File: src/rtl/inst_encoder_loader.sv
// RV32I instruction encoder that streams encoded R/LOAD/STORE/BRANCH words
// into instruction memory, one word per accepted field bundle.
module inst_encoder_loader #(
  parameter int unsigned ADDR_W    = 8,
  parameter int unsigned DEPTH     = 256,
  parameter int unsigned BASE_ADDR = 0
) (
  input  logic              clk,
  input  logic              rst_n,
  input  logic              start,
  input  logic              in_valid,
  output logic              in_ready,
  input  logic              in_last,
  input  logic [1:0]        fmt,
  input  logic [2:0]        funct3,
  input  logic [6:0]        funct7,
  input  logic [4:0]        rd,
  input  logic [4:0]        rs1,
  input  logic [4:0]        rs2,
  input  logic [12:0]       imm,
  output logic              imem_we,
  output logic [ADDR_W-1:0] imem_addr,
  output logic [31:0]       imem_wdata,
  output logic              busy,
  output logic              done,
  output logic              full,
  output logic [ADDR_W:0]   count,
  output logic              err_align
);

  typedef enum logic [1:0] {IDLE, ACCEPT, WRITE, FINISH} state_t;

  localparam logic [ADDR_W:0]   DEPTH_C = (ADDR_W+1)'(DEPTH);
  localparam logic [ADDR_W-1:0] BASE_C  = ADDR_W'(BASE_ADDR);

  state_t              state_q;
  logic [31:0]         word_q;
  logic                last_q;
  logic [ADDR_W-1:0]   addr_q;
  logic [ADDR_W:0]     count_q;
  logic [ADDR_W:0]     count_d;
  logic                full_q;
  logic                err_q;
  logic                we_q;
  logic                ready_q;
  logic                busy_q;
  logic                done_q;
  logic [31:0]         enc_word_c;

  // Field packing for the four formats the control-unit decoder understands.
  always_comb begin
    enc_word_c = 32'h0;
    unique case (fmt)
      2'b00: enc_word_c = {funct7, rs2, rs1, funct3, rd, 7'b0110011};
      2'b01: enc_word_c = {imm[11:0], rs1, funct3, rd, 7'b0000011};
      2'b10: enc_word_c = {imm[11:5], rs2, rs1, funct3, imm[4:0], 7'b0100011};
      2'b11: enc_word_c = {imm[12], imm[10:5], rs2, rs1, funct3, imm[4:1], imm[11], 7'b1100011};
      default: enc_word_c = 32'h0;
    endcase
  end

  always_comb count_d = count_q + (ADDR_W+1)'(1);

  // Session FSM; every output is a flop updated on the transition into its state.
  always_ff @(posedge clk or negedge rst_n) begin
    if (!rst_n) begin
      state_q <= IDLE;
      word_q  <= 32'h0;
      last_q  <= 1'b0;
      addr_q  <= BASE_C;
      count_q <= '0;
      full_q  <= 1'b0;
      err_q   <= 1'b0;
      we_q    <= 1'b0;
      ready_q <= 1'b0;
      busy_q  <= 1'b0;
      done_q  <= 1'b0;
    end else begin
      case (state_q)
        IDLE: begin
          if (start) begin
            state_q <= ACCEPT;
            ready_q <= 1'b1;
            busy_q  <= 1'b1;
            count_q <= '0;
            full_q  <= 1'b0;
            err_q   <= 1'b0;
            addr_q  <= BASE_C;
          end
        end
        ACCEPT: begin
          if (in_valid && ready_q) begin
            word_q  <= enc_word_c;
            last_q  <= in_last;
            ready_q <= 1'b0;
            we_q    <= 1'b1;
            state_q <= WRITE;
            if (fmt == 2'b11 && imm[0]) err_q <= 1'b1;
          end
        end
        WRITE: begin
          we_q    <= 1'b0;
          addr_q  <= addr_q + ADDR_W'(1);
          count_q <= count_d;
          if (last_q || count_d == DEPTH_C) begin
            state_q <= FINISH;
            done_q  <= 1'b1;
            if (count_d == DEPTH_C) full_q <= 1'b1;
          end else begin
            state_q <= ACCEPT;
            ready_q <= 1'b1;
          end
        end
        FINISH: begin
          done_q  <= 1'b0;
          busy_q  <= 1'b0;
          state_q <= IDLE;
        end
        default: state_q <= IDLE;
      endcase
    end
  end

  assign in_ready   = ready_q;
  assign imem_we    = we_q;
  assign imem_addr  = addr_q;
  assign imem_wdata = word_q;
  assign busy       = busy_q;
  assign done       = done_q;
  assign full       = full_q;
  assign count      = count_q;
  assign err_align  = err_q;

endmodule

File: config.mk
export PLATFORM = sky130hd
export DESIGN_NAME = inst_encoder_loader
export DESIGN_NICKNAME = d
export VERILOG_FILES = /design/src/rtl/inst_encoder_loader.sv
export SDC_FILE = /design/constraint.sdc
export NUM_CORES = 1
export LEC_CHECK = 0
export BUFFER_PORTS_ARGS = -buffer_cell sky130_fd_sc_hd__buf_2
export CELL_PAD_IN_SITES_DETAIL_PLACEMENT = 0
export CELL_PAD_IN_SITES_GLOBAL_PLACEMENT = 2
export CORE_ASPECT_RATIO = 0.75
export CORE_MARGIN = 4
export CORE_UTILIZATION = 29
export CTS_CLUSTER_DIAMETER = 40
export CTS_CLUSTER_SIZE = 28
export DETAILED_ROUTE_END_ITERATION = 16
export PLACE_DENSITY_LB_ADDON = 0.1
export SLEW_MARGIN = 20
export SYNTH_ARGS = -nofsm -noshare
export SYNTH_HDL_FRONTEND = slang
export SYNTH_SLANG_ARGS = --single-unit
File: constraint.sdc
create_clock -name clk -period 2.3 [get_ports clk]
set_input_delay 0.115 -clock clk [delete_from_list [all_inputs] [get_ports clk]]
set_output_delay 0.115 -clock clk [all_outputs]
set_load 0.005 [all_outputs]
# [Yosys cells after proc, flatten, opt, wreduce, memory -nomap -nowiden]
# Index checks and enable logic that the tools add are counted.
[word_totals] ff_bits=58 output_inout_bits=55 word_cells=71
[classes] addsub=2 n_eq_ne=13 mux=25 n_reduce_logical=20
[ops] cell="32-bit case mux with 4 select lines" n=1
[ops] cell="9-bit case mux with 2 select lines" n=1
[ops] cell="8-bit case mux with 2 select lines" n=1
[ops] cell="2-bit inequality test, second input constant" n=6
[ops] cell="2-bit AND reduction" n=6
[ops] cell="4-bit AND reduction" n=3
[ops] cell="1-bit two-way mux" n=10
[ops] cell="1-bit case mux with 2 select lines" n=5
[ops] cell="2-bit nonzero test" n=5
[ops] cell="9-bit by 1-bit adder with 9-bit output, second input constant" n=1
[ops] cell="9-bit equality test, second input constant" n=1
[ops] cell="9-bit two-way mux" n=1
[ops] cell="8-bit by 1-bit adder with 8-bit output, second input constant" n=1
[ops] cell="2-bit equality test, second input constant" n=4
[ops] cell="8-bit two-way mux" n=1
[ops] cell="2-bit case mux with 4 select lines" n=1
[ops] cell="2-bit two-way mux" n=3
[ops] cell="2-bit by 1-bit equality test with 1-bit output, second input constant" n=2
[ops] cell="2-bit logical NOT" n=2
[ops] cell="1-bit case mux with 3 select lines" n=1
[ops] cell="3-bit nonzero test" n=1
[ops] cell="1-bit logical AND" n=2
[ops] cell="1-bit logical OR" n=1

# [Depth between registers and ports, before layout]
# Gate-level depths: netlist of the first run.
[depth] ltp_word=5 depth_mapped=7 depth_no_buf=6

# [Worst setup path before layout of the first run]
# OpenSTA, ideal clock, no wires.
[synth_path] kind="reg2reg" from="reg count_q[0], in the netlist count[0]" to="reg state_q[1]" setup_ps=68 t_arrival_ps=1653 t_required_ps=2232 slack_ps=579 path_stages_with_launch=7 path_cell_list="dfrtp_1 ha_1 or3_1 o31ai_2 nand4b_1 a211o_1 nand3_1"
[synth_via] elab_chain_len=5
[synth_rtl] item="start, declared" line="40" source="logic [ADDR_W:0] count_q;"
[synth_rtl] item="start signal, assigned" line="104" source="count_q <= count_d;"
[synth_rtl] item="9-bit by 1-bit adder with 9-bit output" line="62" source="always_comb count_d = count_q + (ADDR_W+1)'(1);"
[synth_rtl] item="9-bit equality test" line="105" source="if (last_q || count_d == DEPTH_C) begin"
[synth_rtl] item="1-bit logical OR" line="105"
[synth_rtl] item="2-bit two-way mux" line="105"
[synth_rtl] item="2-bit case mux with 4 select lines" line="79" source="case (state_q)"
[synth_rtl] item="end signal, assigned" line="82" source="state_q <= ACCEPT;"
[synth_rtl] item="end signal, assigned" line="106" source="state_q <= FINISH;"
[synth_rtl] item="end signal, assigned" line="110" source="state_q <= ACCEPT;"
[synth_rtl] item="end, declared" line="36" source="state_t state_q;"
# No other way between the ends.
# A chain may end at the register's enable or synchronous reset.

# [Final worst setup path of the first run]
# Ends and elaborated chain as after synthesis.

==> results of run 1 <==
==> stage by stage <==
stage                     worst slack, ns  cells
after floorplan                     0.579    268
after global placement              0.494    463
after detailed placement            0.450    463
after CTS                           0.440    471
after global routing                0.347    471
final                               0.459    471
==> sequential cells by signal (all words and copies together), names as in the netlist <==
| name | flops |
|---|---|
| done | 1 |
| state_q | 2 |
| in_ready | 1 |
| imem_we | 1 |
| busy | 1 |
| err_align | 1 |
| imem_wdata | 29 |
| imem_addr | 8 |
| last_q | 1 |
| count | 9 |
| full | 1 |
==> synthesized netlist by cell type (3+ instances only) <==
library cell	instances	area (µm²)
dfrtp_1	55	1380
nand2_1	45	169
o21ai_0	45	225
mux2i_1	17	170
nor2_1	13	48.8
mux2_2	11	124
nand3_1	7	35.0
a21oi_1	6	30.0
buf_2	6	30.0
buf_4	6	45.0
and3_1	5	31.3
nand2b_1	5	31.3
and3_2	4	30.0
clkbuf_1	4	15.0
a31oi_1	3	18.8
ha_1	3	37.5
inv_1	3	11.3
xnor2_1	3	26.3
==> how the worst max path moves through the flow <==
stage,startpoint,endpoint,slack [ns],cells past startpoint
5_1_grt,count[0]$_DFFE_PN0P_,state_q[1]$_DFFE_PN0P_,0.35,6
4_1_cts,count[0]$_DFFE_PN0P_,state_q[1]$_DFFE_PN0P_,0.44,6
2_1_floorplan,count[0]$_DFFE_PN0P_,state_q[1]$_DFFE_PN0P_,0.58,6
6_report,count[0]$_DFFE_PN0P_,state_q[1]$_DFFE_PN0P_,0.46,6
3_3_place_gp,count[0]$_DFFE_PN0P_,state_q[1]$_DFFE_PN0P_,0.49,6
3_5_place_dp,count[0]$_DFFE_PN0P_,state_q[1]$_DFFE_PN0P_,0.45,6
==> cell families after synthesis <==
family          Yosys count  share of synthesized area, %
fa+ha+maj                 3                          1.41
flops                    55                          51.6
compound gates           67                          14.5
simple gates             87                          15.2
other cells               1                         0.141
mux                      28                          11.0
buf+inv                  21                          4.41
xor+xnor                  5                          1.64
==> final cells by class <==
type | instances | area (µm²) | share of cell area, %
clock buffer | 6 | 139 | 4.07
clock inverter | 1 | 5.00 | 0.147
multi-input combinational | 192 | 1170 | 34.5
timing repair buffer | 106 | 568 | 16.7
inverter | 3 | 11.3 | 0.330
tap | 108 | 135 | 3.96
sequential | 55 | 1380 | 40.4
==> per-layer routing <==
metal	GRT usage, %	wire length (µm)
met1	19.3	3610
met2	18.3	2800
met3	4.72	425
met4	3.47	77
met5	0	12
==> layout by cell type, fill, tap and decap left out, types with 4 or more instances in the layout <==
master	count
clkbuf_16	5
buf_4	7
buf_2	97
nand2b_1	5
nand3_1	7
mux2i_1	17
nor2_1	13
and3_1	5
mux2_2	11
and3_2	4
nand2_1	45
a21oi_1	6
dfrtp_1	55
o21ai_0	45
==> power groups by stage <==
stage	Sequential (mW)	Clock [mW]	Combinational [mW]
2_1_floorplan	1.50	0	0.527
3_5_place_dp	1.48	0	1.08
6_report	1.46	0.764	1.04
5_1_grt	1.51	0.846	1.20
4_1_cts	1.46	0.801	1.08
3_3_place_gp	1.47	0	1.07
==> timing repair <==
action                                  in CTS  in global routing
hold buffers                                 1                  0
buffers inserted                             0                  0
resized for setup                            0                  0
hold endpoints to repair                    55                  0
endpoints found under the setup margin       0                  0
==> metrics, run 1 <==
status=finished, final reports clean; drt drc=0; Core Area=8710 µm²; R2R Setup Slk=0.46 ns; vias per cell=4.66; WP data arrival=2.07 ns; die width=119 µm; RSZ-0062 raised after global routing=no; IO Port Bufs=97; via count=2193; drt wl/cell=14.7 µm; Hold Path Class=input port to flop; Synth Area per Inst=9.98 µm²; WHS=0.0506 ns; CTS root buf=clkbuf_16; Net Sw Frac=32.1%; Skew-Pair Late Insertion Delay=0.29 ns; relative slew slack=48.4%; TritonCTS clock tree=yes; fin area=3410 µm²; Seq/Total Area, Yosys=51.6%; Finish-stage setup viols=0; share of layout cells above drive strength 1=36.1%; post-synth cell types=39; Most used DFF post-synth=dfrtp_1; Hold Vio Cnt, Final=0; Peak Freq=0.543 GHz; gr usage total=13.2%; final setup TNS=0 ns; data required time of the worst path=2.53 ns; Power Total=3.27 mW; P_int=2.22 mW; max cap viols=0; reg-to-reg startpoint=count[0]$_DFFE_PN0P_; Worst-path clk slew=0.07 ns; # rows=29; Slew Viols, Final=0; Crit Path Category=flop to flop; CP Cell Sequence=ha_1 > or3_1 > o31ai_2 > nand4b_1 > a211o_1 > nand3_1; Clk pwr share=23.4%; Fillers=907; Inserted Diodes=0; H-tree levels=2; die area=10800 µm²; clock sink count=55; number of flops mapped to enable cells by yosys=0; initial core utilization=30.6%; flops & latches, synth=55; asr flop ratio synth=100%; Die H=91.0 µm; worst r2r dst=state_q[1]$_DFFE_PN0P_; clk_skew=0.00893 ns; HPWL after DPL=4890 µm; Net Sw Power=1.05 mW; largest net degree at the start of global routing=56; slowest stage delay, CP=0.45 ns; placer congestion estimate=0.709; CP Launch Type=flop; Final nets=411; Comb power frac=32.0%; Max IR drop VDD=0.409 mV; fin crit period=1.84 ns; hold endpoint=imem_wdata[15]$_DFFE_PN0P_; static leakage=1.76 nW; number of I/O pins=100; Critical-path top delay cell=dfrtp_1; First-pass DRT Iterations=4; Final period util=80.0%; sequential share of power=44.7%; global route total overflow=0; first-pass GRT wire length=11500 µm; CP endpoint kind=flop; Syn-to-layout area delta=27.9%; Clock Path Buffers=2; post-layout util=39.2%; CP bufs+invs=0; CP delay by family, top=simple AND/OR/NAND/NOR gates; Mapped Area=2670 µm²; worst slew pin tran=0.774 ns; vias in the first global route=2173; number of buffers created by CTS=5; power per cell area=958 nW/µm²; Syn Inst Count=267; Worst Reg2Reg Path Length in Cells=6; HP Start=rs1[0]; Routed Antenna Nets=0; Post-Route WL=6920 µm; largest fanout on the critical path=9; Hold Crit Depth=2; DRT iter0 DRCs=69; Syn. warnings=0; placed cell area=3260 µm²; initial antenna violation count=1
(Power assumes the default switching activity.)
==> run 2: changes to the inputs <==
- CORE_UTILIZATION: 29 -> 26
- clock period: 2.3 -> 1.6 ns (I/O delays scaled with it)
==> run 2 against run 1 <==
  * The run now ends with negative setup slack left
  * Power increased by 47%
  * Final cell count up 8.3%
  * Non-clock buffer count is 14 higher
  * Maximum frequency up 14%
  * Die area rose by 11%
  * Critical path depth did not move
  * Sequential power increased by 46%
  * Flip-flop and latch count did not move
==> metrics, run 2 (same netlist as run 1, synthesis figures left out) <==
static leakage=1.83 nW (+3.9%); max cap viols=0 (unchanged); worst slack at placement=-0.0375 ns (-0.488 ns); die area=12000 µm² (+11%); Post-Route WL=7200 µm (+4.0%); failing checks=negative setup slack; initial antenna violation count=0 (-1); global route total overflow=0 (unchanged); power per cell area=1330 nW/µm² (+39%); CTS root buf=clkbuf_16; Worst-path clk slew=0.07 ns (about the same); drt wl/cell=14.1 µm (-3.9%); Skew-Pair Late Insertion Delay=0.29 ns (about the same); largest fanout on the critical path=4 (-5); IO Port Bufs=97 (unchanged); Hold Crit Depth=2 (unchanged); Core Area=9810 µm² (+13%); largest net degree at the start of global routing=39 (-30%); storage element area=1380 µm² (+0.27%); vias in the first global route=2206 (+1.5%); Die H=95.7 µm (+5.1%); Routed Antenna Nets=0 (unchanged); Critical-path top delay cell=dfrtp_2; slowest stage delay, CP=0.44 ns (about the same); CP Launch Type=flop; commonest non-fill, non-tap cell in the layout=buf_2; worst r2r dst=state_q[1]$_DFFE_PN0P_; HPWL after DPL=5370 µm (+9.7%); initial core utilization=27.2% (-3.4 points); via count=2275 (+3.7%); DRT iter0 DRCs=71 (+2.9%); RSZ-0062 raised after global routing=yes; R2R Setup Slk=-0.02 ns (-0.48 ns); die width=125 µm (+5.2%); status=complete, but fails checks; Peak Freq=0.618 GHz (+14%); Finish-stage setup viols=2 (+2); Slew Viols, Final=0 (unchanged); fin crit period=1.62 ns (-0.222 ns); # rows=31 (+6.9%); CP endpoint kind=flop; Fillers=1036 (+14%); vias per cell=4.46 (-4.2%); Hold Path Class=input port to flop; CP delay by family, top=simple AND/OR/NAND/NOR gates; Final period util=101% (+21 points); number of buffers created by CTS=5 (unchanged); most frequent cells in the layout=buf_2 (97), dfrtp_1 (52), nand2_1 (45), o21ai_0 (45), buf_4 (20); clock sink count=55 (unchanged); share of layout cells above drive strength 1=40.5% (+4.4 points); HP Start=rs1[2]; area of the multi-input gates=1220 µm² (+3.7%); Largest register FFs=29 (unchanged); Inserted Diodes=0 (unchanged); data required time of the worst path=1.83 ns (-0.70 ns); drt drc=0 (unchanged); number of I/O pins=100 (unchanged); gr usage total=12.1% (-1.1 points); setup ws final=-0.0190 ns (-0.478 ns); Worst Reg2Reg Path Length in Cells=6 (unchanged); Hold Vio Cnt, Final=0 (unchanged); Crit Path Category=flop to flop; clk_skew=0.00609 ns (-0.00285 ns); hold endpoint=imem_wdata[17]$_DFFE_PN0P_; First-pass DRT Iterations=4 (unchanged); first-pass GRT wire length=11700 µm (+1.0%); H-tree levels=2 (unchanged); Syn-to-layout area delta=35.2%; CP bufs+invs=0 (unchanged); Clock Path Buffers=2 (unchanged); WP data arrival=1.85 ns (-0.22 ns); placer congestion estimate=0.740 (+4.3%); Max IR drop VDD=0.566 mV (+38%); Final nets=425 (+3.4%); post-layout util=36.7% (-2.4 points); final setup TNS=-0.0333 ns (-0.0333 ns); CP Cell Sequence=ha_4 > or3_4 > o31ai_4 > nand4b_1 > a211o_1 > nand3_1; TritonCTS clock tree=yes; reg-to-reg startpoint=count[0]$_DFFE_PN0P_
[run 2: cell types whose count changed in the layout (fill, tap and decap cells not counted), sizes merged]
| cell | delta |
|---|---|
| buf | +14 |
| clkinvlp | +1 |
[run 2: worst reg2reg max path, delay by kind of cell, from the launching register on]
family	cells	cell delay, ns
fa+ha+maj	1	0.17
simple gates	3	0.57
flops	1	0.44
compound gates	2	0.38
[run 2: what timing repair did]
| action | 4_1_cts | 5_1_grt |
|---|---|---|
| pin swaps | 5 | 2 |
| endpoints found under the setup margin | 3 | 6 |
| resized for setup | 0 | 7 |
| hold buffers | 1 | 0 |
| endpoints found under the hold margin | 15 | 0 |
| setup buffers | 1 | 0 |
[run 2: how the worst max path moves through the flow]
stage,depth (start not counted),start,end
2_1_floorplan,6,count[0]$_DFFE_PN0P_,state_q[1]$_DFFE_PN0P_
5_1_grt,6,count[1]$_DFFE_PN0P_,done$_DFFE_PN0P_
4_1_cts,6,count[0]$_DFFE_PN0P_,state_q[1]$_DFFE_PN0P_
3_3_place_gp,6,count[1]$_DFFE_PN0P_,state_q[1]$_DFFE_PN0P_
6_report,6,count[0]$_DFFE_PN0P_,state_q[1]$_DFFE_PN0P_
3_5_place_dp,6,count[1]$_DFFE_PN0P_,state_q[1]$_DFFE_PN0P_
[run 2: metal layers]
metal / part of all wire [%] / vias to the layer above / routed length, µm / global-route usage [%]
li1: - / 1144 / - / -
met1: 52 / 1073 / 3730 / 18.1
met2: 41 / 56 / 2980 / 16.6
met3: 6.3 / 2 / 452 / 4.54
met4: 0.40 / 0 / 29 / 2.17
met5: 0 / - / 0 / 0
[run 2: per-stage QoR]
stage	power (mW)	std cells	hold WS (ns)	cell area (µm²)
2_1_floorplan	2.93	268	-0.216	2680
3_3_place_gp	3.77	500	0.0638	3410
3_5_place_dp	3.79	500	0.0693	3410
4_1_cts	4.93	510	0.00657	3570
5_1_grt	5.23	510	0.0107	3600
6_report	4.80	510	0.0172	3600
[run 2: area by class of cell]
class	instances	share of cell area [%]
Inverter	3	0.313
Clock inverter	2	0.347
Sequential cell	55	38.3
Multi-Input combinational cell	192	33.8
Timing Repair Buffer	120	19.0
Tap cell	132	4.58
Clock buffer	6	3.58
[run 2: where the power goes]
group	total (mW)	switching (mW)	internal [mW]
logic	1.59	0.772	0.821
clock network	1.08	0.499	0.580
registers	2.13	0.288	1.84
total	4.80	1.56	3.25
